[config.mk]
export PLATFORM = sky130hd
export DESIGN_NAME = otter_icache_flat
export DESIGN_NICKNAME = d
export VERILOG_FILES = /design/src/rtl/otter_icache_if.sv /design/src/rtl/otter_icache.sv /design/src/flat_wrapper.sv
export SDC_FILE = /design/constraint.sdc
export NUM_CORES = 2
export LEC_CHECK = 0
export BUFFER_PORTS_ARGS = -buffer_cell sky130_fd_sc_hd__buf_2
export CAP_MARGIN = 20
export CORE_UTILIZATION = 40
export CTS_BUF_LIST = sky130_fd_sc_hd__clkbuf_16
export CTS_CLUSTER_DIAMETER = 40
export CTS_CLUSTER_SIZE = 28
export DETAILED_ROUTE_END_ITERATION = 10
export SLEW_MARGIN = 20
export SYNTH_ARGS = -nofsm -noshare
export SYNTH_HDL_FRONTEND = slang
export SYNTH_SLANG_ARGS = --single-unit
export TNS_END_PERCENT = 20
[constraint.sdc]
create_clock -name CLK -period 5.9 [get_ports CLK]
set_input_delay 0.295 -clock CLK [delete_from_list [all_inputs] [get_ports CLK]]
set_output_delay 0.295 -clock CLK [all_outputs]
set_load 0.005 [all_outputs]
[src/rtl/otter_icache_if.sv]
// otter_icache_if: fetch-side and memory-port-1 signals of the instruction cache
interface otter_icache_if;
    logic [31:0] PC;
    logic        IF_REQ;
    logic        FLUSH;
    logic [31:0] INSTR;
    logic        INSTR_VALID;
    logic        STALL;
    logic [31:0] MEM_ADDR1;
    logic        MEM_READ1;
    logic [31:0] MEM_DOUT1;
    modport master (
        output PC, IF_REQ, FLUSH, MEM_DOUT1,
        input  INSTR, INSTR_VALID, STALL, MEM_ADDR1, MEM_READ1
    );
    modport slave (
        input  PC, IF_REQ, FLUSH, MEM_DOUT1,
        output INSTR, INSTR_VALID, STALL, MEM_ADDR1, MEM_READ1
    );
endinterface

[src/rtl/otter_icache.sv]
// otter_icache: direct-mapped read-only instruction cache with line fill and full invalidate
module otter_icache #(
    parameter int LINES          = 16,
    parameter int WORDS_PER_LINE = 4
) (
    input logic           CLK,
    input logic           RST_N,
    otter_icache_if.slave bus
);
    localparam int OFS = $clog2(WORDS_PER_LINE);
    localparam int IDX = $clog2(LINES);
    localparam int TAG = 30 - OFS - IDX;
    typedef enum logic [1:0] {IDLE, FILL, DONE} state_t;
    state_t            state;
    logic [LINES-1:0]  valid;
    logic [TAG-1:0]    tags [LINES];
    logic [31:0]       data [LINES][WORDS_PER_LINE];
    logic [29-OFS:0]   miss_line;
    logic [OFS-1:0]    cnt;
    logic [OFS-1:0]    cap_ofs;
    logic              cap_en;
    logic              flush_pending;
    logic              mem_read;
    logic [31:0]       mem_addr;
    logic [OFS-1:0]    ofs;
    logic [IDX-1:0]    idx;
    logic [TAG-1:0]    tag;
    logic [IDX-1:0]    miss_idx;
    logic [TAG-1:0]    miss_tag;
    logic              flushing;
    logic              hit;
    logic              miss;
    logic              unused_pc;
    assign unused_pc = ^bus.PC[1:0];
    assign ofs       = bus.PC[OFS+1:2];
    assign idx       = bus.PC[OFS+IDX+1:OFS+2];
    assign tag       = bus.PC[31:OFS+IDX+2];
    assign miss_idx  = miss_line[IDX-1:0];
    assign miss_tag  = miss_line[29-OFS:IDX];
    assign flushing  = state == IDLE && (bus.FLUSH || flush_pending);
    assign hit       = bus.IF_REQ && state == IDLE && !flushing && valid[idx] && tags[idx] == tag;
    assign miss      = bus.IF_REQ && state == IDLE && !flushing && !hit;
    assign bus.INSTR_VALID = RST_N && hit;
    assign bus.INSTR       = (RST_N && hit) ? data[idx][ofs] : '0;
    assign bus.STALL       = RST_N && (state != IDLE || flushing || miss);
    assign bus.MEM_READ1   = RST_N && mem_read;
    assign bus.MEM_ADDR1   = RST_N ? mem_addr : '0;
    // FSM: start a fill on a miss, stream word reads, then validate the line or apply a deferred flush
    always_ff @(posedge CLK) begin
        if (!RST_N) begin
            state         <= IDLE;
            valid         <= '0;
            cnt           <= '0;
            cap_en        <= 1'b0;
            flush_pending <= 1'b0;
            mem_read      <= 1'b0;
            mem_addr      <= '0;
        end else begin
            cap_en  <= state == FILL;
            cap_ofs <= cnt;
            case (state)
                IDLE: begin
                    if (flushing) begin
                        valid         <= '0;
                        flush_pending <= 1'b0;
                    end else if (miss) begin
                        miss_line  <= bus.PC[31:OFS+2];
                        valid[idx] <= 1'b0;
                        cnt        <= '0;
                        mem_read   <= 1'b1;
                        mem_addr   <= {bus.PC[31:OFS+2], {(OFS+2){1'b0}}};
                        state      <= FILL;
                    end
                end
                FILL: begin
                    if (bus.FLUSH) flush_pending <= 1'b1;
                    if (cnt == OFS'(WORDS_PER_LINE-1)) begin
                        mem_read <= 1'b0;
                        state    <= DONE;
                    end else begin
                        cnt      <= cnt + 1'b1;
                        mem_addr <= mem_addr + 32'd4;
                    end
                end
                DONE: begin
                    if (bus.FLUSH || flush_pending) begin
                        valid         <= '0;
                        flush_pending <= 1'b0;
                    end else begin
                        valid[miss_idx] <= 1'b1;
                    end
                    mem_addr <= '0;
                    state    <= IDLE;
                end
                default: state <= IDLE;
            endcase
        end
    end
    // Line storage: each returned word lands one cycle after its read; the tag is written as the fill finishes
    always_ff @(posedge CLK) begin
        if (RST_N && cap_en) data[miss_idx][cap_ofs] <= bus.MEM_DOUT1;
        if (RST_N && state == DONE) tags[miss_idx] <= miss_tag;
    end
endmodule

[src/flat_wrapper.sv]
// flat-port wrapper written by rule: the top's interface ports become plain ports
module otter_icache_flat 
#(
    parameter int LINES          = 16,
    parameter int WORDS_PER_LINE = 4
)
  (CLK, RST_N, bus_PC, bus_IF_REQ, bus_FLUSH, bus_MEM_DOUT1, bus_INSTR, bus_INSTR_VALID, bus_STALL, bus_MEM_ADDR1, bus_MEM_READ1);
  otter_icache_if bus_i ();
  input logic CLK;
  input logic RST_N;
  input wire logic [$bits(bus_i.PC)-1:0] bus_PC;
  input wire logic [$bits(bus_i.IF_REQ)-1:0] bus_IF_REQ;
  input wire logic [$bits(bus_i.FLUSH)-1:0] bus_FLUSH;
  input wire logic [$bits(bus_i.MEM_DOUT1)-1:0] bus_MEM_DOUT1;
  output wire logic [$bits(bus_i.INSTR)-1:0] bus_INSTR;
  output wire logic [$bits(bus_i.INSTR_VALID)-1:0] bus_INSTR_VALID;
  output wire logic [$bits(bus_i.STALL)-1:0] bus_STALL;
  output wire logic [$bits(bus_i.MEM_ADDR1)-1:0] bus_MEM_ADDR1;
  output wire logic [$bits(bus_i.MEM_READ1)-1:0] bus_MEM_READ1;
  assign bus_i.PC = bus_PC;
  assign bus_i.IF_REQ = bus_IF_REQ;
  assign bus_i.FLUSH = bus_FLUSH;
  assign bus_i.MEM_DOUT1 = bus_MEM_DOUT1;
  assign bus_INSTR = bus_i.INSTR;
  assign bus_INSTR_VALID = bus_i.INSTR_VALID;
  assign bus_STALL = bus_i.STALL;
  assign bus_MEM_ADDR1 = bus_i.MEM_ADDR1;
  assign bus_MEM_READ1 = bus_i.MEM_READ1;
  otter_icache #(.LINES(LINES), .WORDS_PER_LINE(WORDS_PER_LINE)) u_core (.CLK(CLK), .RST_N(RST_N), .bus(bus_i));
endmodule
==> flow_metrics.env <==
export IMPL_vdd_drop_max_mv=0.279
export IMPL_die_h_um=497
export IMPL_vias=47610
export IMPL_netlist_instances=4287
export IMPL_ant_nets=0
export IMPL_wl_per_cell_um=30.9
export IMPL_placementRows=181
export IMPL_yosysUniqueCellTypes=79
export IMPL_grt_pass1_wl_mm=359
export IMPL_worst_r2r_cell_count=10
export IMPL_post_cts_resized=0
export IMPL_cts_root_buf="clkbuf_16"
export IMPL_synth_seq_cells=2515
export IMPL_crit_top_cell="mux4_2"
export IMPL_routed_via_density=5.83
export IMPL_hold_path_end="u_core.data[6][114]"
export IMPL_yosysMostFrequentCell="edfxtp_1"
export IMPL_synth_edff_count=2462
export IMPL_final_setup_viol_count=0
export IMPL_insertion_delay_ps=980
export IMPL_gr_total_overflow=0
export IMPL_yosys_warnings=0
export IMPL_nNetsFinal=4779
export IMPL_clock_skew_ps=131
export IMPL_drc_errors=0
export IMPL_htree_levels=5
export IMPL_crit_buf_inv=5
export IMPL_first_global_vias=47918
export IMPL_numCtsBuffers=332
export IMPL_fin_setup_tns_ps=0
export IMPL_cap_violations=0
export IMPL_gp_congestion=0.796
export IMPL_hold_viol_final=0
export IMPL_wirelength_mm=253
export IMPL_power_leakage_nw=36.5
export IMPL_power_density_nw_per_um2=360
export IMPL_synthTopCellsByCount="edfxtp_1, mux4_2, clkbuf_1"
export IMPL_dr_pass1_iters=6
export IMPL_arrival_ps=4900
export IMPL_place_hpwl_mm=140
export IMPL_crit_path_max_fanout=104
export IMPL_port_buffers=130
export IMPL_min_from="bus_MEM_DOUT1[18]"
export IMPL_tightest_slew_ps=1170
export IMPL_yosys_area_top_type="edfxtp_1"
export IMPL_synthTopCellsByArea="edfxtp_1, mux4_2, dfxtp_1"
export IMPL_r2r_start="u_core.tags[3][1]"
export IMPL_synth_main_ff_cell="edfxtp_1"
export IMPL_clk_pin_slew_ps=60
export IMPL_fmax_mhz=192
export IMPL_period_needed_ps=5200
export IMPL_worstHoldPathType="input pin to flip-flop"
export IMPL_drive_gt1_share_pct=33.6
export IMPL_die_area_um2=247000
export IMPL_relSlewSlack_pct=21.6
export IMPL_cp_end_kind="output port"
export IMPL_critPathLaunchType="input pin"
export IMPL_synth_top_area_share_pct=75.5
export IMPL_pin_count=135
export IMPL_grt_usage_pct=20.4
export IMPL_async_flop_share_pct=0
export IMPL_grt_max_degree=124
export IMPL_areaGrowthSynthToFinish_pct=17.6
export IMPL_min_path_cells=2
export IMPL_crit_path_cell_trace="dlygate4sd3_1, buf_8, buf_4, buf_12, mux4_2, mux4_2, mux4_2, and3_1, buf_2"
export IMPL_core_area_um2=243000
export IMPL_synth_area_um2=98000
export IMPL_cpMaxStageDelayCell="mux4_2"
export IMPL_seq_area_frac_synth_pct=76.5
export IMPL_path_class="input pin to output port"
export IMPL_critPathMaxStageDelay_ps=650
export IMPL_path_delay_family="buffers and inverters"
export IMPL_start_util_pct=40.2
export IMPL_cts_sinks=2515
export IMPL_grt_antenna_before_repair=26
export IMPL_finalMaxSlewViolations=0
export IMPL_rsz0062_at_grt="no"
export IMPL_status="finished clean"
export IMPL_r2r_setup_slack_ps=1780
export IMPL_cts_setup_buffers=0
export IMPL_cts_tree="built"
export IMPL_cp_required_ps=5610
export IMPL_p_total_mw=41.5
export IMPL_postSynthAreaPerCell_um2=22.9
export IMPL_post_route_period_util_pct=88.1
export IMPL_die_x_um=497
export IMPL_cts_buffer_depth=4
export IMPL_drt_iter0_drc=5384
export IMPL_rr_endpoint="u_core.valid[15]"
-- logic make-up after synthesis --
family          count (synthesis)  synth area share (%)
simple gates                  365                  1.84
fa+ha+maj                       6                0.0766
compound gates                247                  1.85
mux                           839                  18.0
other cells                     1               0.00383
flops                        2515                  76.5
buf+inv                       271                  1.32
xor+xnor                       43                 0.384
-- through the flow --
step / setup slack (ps) / std cells / util (%) / hold slack (ps) / cell area (um^2)
6_report: 703 / 8168 / 47.3 / 86.7 / 115000
5_1_grt: 516 / 8162 / 47.3 / 68.6 / 115000
4_1_cts: 667 / 8126 / 47.2 / 19.8 / 115000
3_5_place_dp: 1010 / 7512 / 42.5 / 451 / 103000
3_3_place_gp: 1050 / 7502 / 42.4 / 455 / 103000
2_1_floorplan: 1980 / 4288 / - / 394 / 98000
-- layer usage --
metal	global-route usage (%)	up-vias	wire length, um	part of all wire (%)
li1	-	19277	-	-
met1	28.3	26043	104000	41
met2	33.4	1941	125000	49
met3	3.30	349	18000	7.1
met4	5.73	0	6250	2.5
met5	0	-	0	0
-- placed cells by master (no fill, tap or decap), drive strengths merged, types with 9 or more instances in the layout --
cell         instances
nor3                14
o221ai              13
a21bo                9
xor2                12
inv                132
mux2                17
a31oi               14
and3                38
o21ai               44
xnor2               31
o32ai                9
diode               11
o22ai               12
nor2               116
nand4                9
and2                29
clkbuf             334
clkinvlp            30
o211ai              17
a211oi              10
a21oi               39
dlygate4sd3         58
a22oi               20
nand3               31
bufinv              31
buf                260
clkinv              93
mux4               736
mux2i               86
edfxtp            2462
o211a               13
nand2               71
nor2b               15
dfxtp               53
-- final cells by class --
| class | instances | area [um^2] |
|---|---|---|
| Fill cell | 19539 | 128000 |
| Sequential cell | 2515 | 75000 |
| Multi-Input combinational cell | 1502 | 22300 |
| Clock buffer | 334 | 8360 |
| Tap cell | 3202 | 4010 |
| Clock inverter | 250 | 2710 |
| Timing Repair Buffer | 318 | 2690 |
| Inverter | 36 | 143 |
| Antenna cell | 11 | 27.5 |
-- state kept, by name (all words and copies together), names as in the netlist, 2 cells and up --
signal            flops
u_core.state          2
u_core.mem_addr      30
u_core.data        2048
u_core.miss_line     28
u_core.cap_ofs        2
u_core.cnt            2
u_core.valid         16
u_core.tags         384
-- worst max path at each step --
stage	startpoint	endpoint	slack [ps]	depth (start not counted)
2_1_floorplan	bus_PC[5]	u_core.miss_line[0]	1980	11
3_3_place_gp	bus_PC[5]	u_core.valid[3]	1050	11
3_5_place_dp	bus_PC[5]	u_core.miss_line[5]	1010	12
4_1_cts	bus_PC[4]	bus_INSTR[21]	670	9
5_1_grt	bus_PC[4]	bus_INSTR[21]	520	9
6_report	bus_PC[4]	bus_INSTR[20]	700	9
-- report_power, final --
part / switching (mW) / total, mW / internal [mW] / leakage, nW
clock network: 7.99 / 19.9 / 11.9 / 5.43
logic: 1.10 / 1.84 / 0.740 / 8.46
registers: 0.0549 / 19.7 / 19.6 / 22.6
total: 9.15 / 41.5 / 32.3 / 36.5
-- repair_timing --
item	CTS	global route
hold buffers	30	28
endpoints found under the setup margin	0	0
hold endpoints to repair	65	1664
Note: power is estimated with default switching activity, not from simulation.
